--- src/rtl/secksa_arb.sv ---
// secksa_arb: two-port arbiter and in-flight tag tracker sharing one masked SecKSA pipeline.
// Define SECKSA_ARB_PRIO_EN for fixed priority (r0 always wins); default is round-robin.
module secksa_arb #(
    parameter int K_WIDTH   = 32,
    parameter int N_SHARES  = 3,
    parameter int MASKWIDTH = K_WIDTH * N_SHARES,
    parameter int DEPTH     = 16
) (
    input  logic                   clk,
    input  logic                   rst_n,
    input  logic                   stall,
    input  logic                   r0_vld,
    input  logic                   r1_vld,
    output logic                   r0_rdy,
    output logic                   r1_rdy,
    input  logic [MASKWIDTH-1:0]   r0_x,
    input  logic [MASKWIDTH-1:0]   r0_y,
    input  logic [MASKWIDTH-1:0]   r1_x,
    input  logic [MASKWIDTH-1:0]   r1_y,
    output logic                   ksa_dvld,
    output logic                   ksa_ena,
    output logic [MASKWIDTH-1:0]   ksa_x,
    output logic [MASKWIDTH-1:0]   ksa_y,
    input  logic [MASKWIDTH-1:0]   ksa_z,
    input  logic                   ksa_ovld,
    output logic                   rsp_vld0,
    output logic                   rsp_vld1,
    output logic [MASKWIDTH-1:0]   rsp_z,
    output logic [$clog2(DEPTH):0] inflight,
    output logic                   err
);
    localparam int            PW       = $clog2(DEPTH);
    localparam logic [PW:0]   FULL_CNT = (PW+1)'(DEPTH);
    localparam logic [PW:0]   CNT_ONE  = (PW+1)'(1);
    localparam logic [PW-1:0] PTR_ONE  = PW'(1);

    logic             can_grant;
    logic             grant0;
    logic             grant1;
    logic             grant;
    logic             pop;
    logic             empty;
    logic             full;
    logic             head_tag;
    logic [PW-1:0]    wr_ptr;
    logic [PW-1:0]    rd_ptr;
    logic [DEPTH-1:0] tag_mem;

    assign ksa_ena   = ~stall;
    assign full      = (inflight == FULL_CNT);
    assign empty     = (inflight == '0);
    // Eligibility looks at the registered count only, so a same-cycle pop never frees a slot early.
    assign can_grant = ~stall & ~full;

`ifdef SECKSA_ARB_PRIO_EN
    assign grant0 = can_grant & r0_vld;
    assign grant1 = can_grant & r1_vld & ~r0_vld;
`else
    logic lg;

    assign grant0 = can_grant & r0_vld & (~r1_vld | lg);
    assign grant1 = can_grant & r1_vld & (~r0_vld | ~lg);

    always_ff @(posedge clk or negedge rst_n) begin
        if (!rst_n)     lg <= 1'b1;
        else if (grant) lg <= grant1;
    end
`endif

    assign grant    = grant0 | grant1;
    assign r0_rdy   = grant0;
    assign r1_rdy   = grant1;
    assign pop      = ksa_ovld & ksa_ena & ~empty;
    assign head_tag = tag_mem[rd_ptr];

    // NOTE: sequential state uses non-blocking assignments so every register samples pre-edge values.
    always_ff @(posedge clk or negedge rst_n) begin
        if (!rst_n) begin
            ksa_dvld <= 1'b0;
            ksa_x    <= '0;
            ksa_y    <= '0;
        end else begin
            // dvld holds through a stall so the adder still sees the launch when enable returns.
            if (!stall) ksa_dvld <= grant;
            if (grant) begin
                ksa_x <= grant1 ? r1_x : r0_x;
                ksa_y <= grant1 ? r1_y : r0_y;
            end
        end
    end

    // NOTE: tag storage is left unreset; an entry is only read after it has been written, and
    // the reset pointers/count already mark every slot empty.
    always_ff @(posedge clk) begin
        if (grant) tag_mem[wr_ptr] <= grant1;
    end

    always_ff @(posedge clk or negedge rst_n) begin
        if (!rst_n) begin
            wr_ptr   <= '0;
            rd_ptr   <= '0;
            inflight <= '0;
            err      <= 1'b0;
            rsp_vld0 <= 1'b0;
            rsp_vld1 <= 1'b0;
            rsp_z    <= '0;
        end else begin
            if (grant) wr_ptr <= wr_ptr + PTR_ONE;
            if (pop)   rd_ptr <= rd_ptr + PTR_ONE;
            case ({grant, pop})
                2'b10:   inflight <= inflight + CNT_ONE;
                2'b01:   inflight <= inflight - CNT_ONE;
                default: inflight <= inflight;
            endcase
            if ((ksa_ovld & ksa_ena & empty) | (grant & full)) err <= 1'b1;
            rsp_vld0 <= pop & ~head_tag;
            rsp_vld1 <= pop & head_tag;
            if (pop) rsp_z <= ksa_z;
        end
    end
endmodule

--- config.mk ---
export PLATFORM = sky130hd
export DESIGN_NAME = secksa_arb
export DESIGN_NICKNAME = d
export VERILOG_FILES = /design/src/rtl/secksa_arb.sv
export SDC_FILE = /design/constraint.sdc
export NUM_CORES = 1
export LEC_CHECK = 0
export ABC_AREA = 1
export BUFFER_PORTS_ARGS = -buffer_cell sky130_fd_sc_hd__buf_2
export CAP_MARGIN = 30
export CORE_AREA = 2 2 309 311
export CTS_BUF_LIST = sky130_fd_sc_hd__clkbuf_16
export CTS_CLUSTER_DIAMETER = 200
export CTS_CLUSTER_SIZE = 10
export DETAILED_ROUTE_END_ITERATION = 8
export DIE_AREA = 0 0 311 313
export SLEW_MARGIN = 5
export SYNTH_ARGS = -nofsm -noshare
export SYNTH_HDL_FRONTEND = slang
export SYNTH_SLANG_ARGS = --single-unit
--- constraint.sdc ---
create_clock -name clk -period 3.12 [get_ports clk]
set_input_delay 0.312 -clock clk [delete_from_list [all_inputs] [get_ports clk]]
set_output_delay 0.312 -clock clk [all_outputs]
set_load 0.01 [all_outputs]
==> results.md <==
* Largest net degree at the start of global routing at between 150 and 200
* Flop pwr share at about two fifths
* Slew HR at 41.2%
* P_sw at 5.53 mW
* CTS Root Buffer Type: clkbuf_16
* Status: complete, no violations
* Total clock sinks at 322
* Clock Tree Buf Depth at 3
* Int Pwr at 9.59 mW
* Fin nets at about 3200
* Post-CTS Setup Bufs at 0
* Area Overhead vs Synth at 51.7%
* Most common cell after layout, fill and taps aside: buf_2
* Flop-to-flop setup slack at 0.68 ns
* Number of detailed-route iterations in the first pass at 5
* Synthesized cell area at 14800 um2
* Sw frac at a little over a third
* Final critical-path required period at about 2.5 ns
* Power Density at 672 nW/um2
* Clk_skew at 0.0162 ns
* DIE HEIGHT at 313 um
* IO buf count at just under 800
* TritonCTS clock tree: done
* Number of antenna violations at the first check in global routing at 37
* Total Wirelength at 62.4 mm
* Synth top area share at 51.5%
* Num ports at a little under 800
* Avg WL per Cell at 15.5 um
* Most frequent cells in the layout: buf_2 (784), nand2_1 (736), dfrtp_1 (305)
* Cells after Synth at 1847
* Core Footprint at 94200 um2
* Max Slew Vio Count at 0
* Synth Register Bits at 322
* Clock Latency Late Sink at a little under 0.6 ns
* Placed Instance Area at 20000 um2
* Initial DRC Count at 917
* Synth unique cells at 31
* Final count of hold timing violations at 0
* CTS Buf Count at 38
* H-Tree Depth at 2
* CP Class: flop to primary output
* Leak at 12.4 nW
* HP Class: input port to flop
* Seq/Total Area, Yosys at 54.9%
* Vias per cell at 3.74
* Max Clk Rate at 0.400 GHz
* Critical path startpoint category: flop
* Die W at 311 um
* Gr usage total at roughly an eighth
* Remaining Overflow, GRT at 0
* Final setup TNS at 0 ns
* Full die area at 97300 um2
* Crit. End Element: primary output
* CP Max Fanout at 61
* Arrival @ worst endpoint at 2.19 ns
* RSZ-0062 raised after global routing: false
* Syn Area/Cell at 8.03 um2
* Synth area leaders: dfrtp_1 (51%), nand2_1 (19%), o21ai_0 (8.9%)
* Slew at the pin closest to its max-slew limit at 0.882 ns
* Post-DP HPWL at 48.6 mm
* Share of cells above drive strength 1 at 31.6%
* Via count at 15000
* Worst VDD drop at between 0.3 and 0.4 mV
* Final hold slack at 0.0497 ns
* Row Count at 113
* Comb pwr share at around 33%
* Clock slew at reported path FFs at 0.06 ns
* Synthesized Nets at 2342
* # setup viols final at 0
* Max cap viols at 0
* Cell accounting for the most synthesized area: dfrtp_1
* Final Cycle Share at between 80 and 90%
* First-pass GRT wire length at 92.3 mm
* Initial Utilization at 15.8%
* DRT antenna net count at 0
* GP Congestion at 0.876
* Worst Path Required at ~2.8 ns
* Vias in the first global route at around 15000
* Clk pwr share at 26.3%
* Design Area, Final at 22500 um2
* Drt drc at 0
* YS warnings at 0
* Total Power at 15.1 mW
==> worst paths after layout <==
check / start / end / depth (start not counted)
worst min register to register: rsp_z[65] / rsp_z[65] / 2
worst min-delay path: r1_x[80] / ksa_x[80] / 3
min in group asynchronous: rst_n / rsp_z[39] / 2
worst max-delay path: lg / r1_rdy / 5
max in group asynchronous: rst_n / ksa_y[91] / 3
worst max register to register: inflight[1] / inflight[4] / 15
==> cell families after synthesis <==
family	Yosys count	synth area share (%)
xor gates and xnor gates	9	0.531
and+or+nand+nor	777	20.0
adders and majority gates	9	0.759
buffers and inverters	331	10.2
DFF	322	54.9
AOI/OAI and AO/OA	399	13.6
==> per-stage QoR <==
step | setup WS, ns | util (%) | instances
floorplan | 0.663 | - | 1847
global placement | 0.727 | 21.3 | 3821
detailed placement | 0.713 | 21.3 | 3821
CTS | 0.529 | 23.9 | 4013
global route | 0.430 | 23.9 | 4016
finish | 0.619 | 23.9 | 4020
==> worst max-delay path: stages, from the launching register on <==
cell and delay (ns):
dfstp_2 0.37, a21boi_2 0.27, nand3_4 0.14, buf_12 0.19, inv_1 0.40, buf_2 0.24
==> power groups by stage <==
| stage | logic (mW) | clock network, mW | registers [mW] |
|---|---|---|---|
| finish | 4.97 | 3.97 | 6.17 |
| global route | 5.57 | 4.32 | 6.33 |
| CTS | 5.06 | 4.16 | 6.17 |
| detailed placement | 4.90 | 0 | 6.20 |
| global placement | 4.83 | 0 | 6.20 |
| floorplan | 2.02 | 0 | 6.69 |
==> final cells by class <==
type                       count  area (um2)
fill                       10400       71700
timing repair buffer         957        5700
antenna                        7        17.5
inverter                     224         842
tap                         1265        1580
multi-input combinational   1194        5190
clock inverter                13        76.3
sequential                   322        8140
clock buffer                  38         951
==> synthesized netlist by cell type (all sizes together) <==
library cell  instances
nand3                19
nor2                 18
clkinv                1
xor2                  6
o21bai                2
nand2               737
a21boi                2
a21oi                 2
nor3                  2
buf                  62
dfstp                 1
dfrtp               305
ha                    9
inv                 223
o21ai               393
clkbuf               45
nand3b                1
xnor2                 3
edfxtp               16
==> repair_timing <==
item                      4_1_cts  5_1_grt
resized for setup               0        0
hold endpoints to repair      214        0
hold buffers                  141        0
==> registers in the layout (all words and copies together), names as in the netlist <==
register and cells:
lg 1, inflight 5, rsp_vld0 1, ksa_x 96, err 1, tag_mem 16
ksa_y 96, ksa_dvld 1, rsp_z 96, wr_ptr 4, rd_ptr 4, rsp_vld1 1
==> routing by layer <==
metal / up-vias / share of wire (%) / track usage, %
met5: - / 0.17 / 0
met4: 18 / 3.7 / 4.13
met3: 124 / 10 / 4.72
met2: 644 / 45 / 20.3
met1: 6765 / 40 / 15.0
li1: 7472 / - / -
No activity file was read; power rests on OpenSTA's default activity.
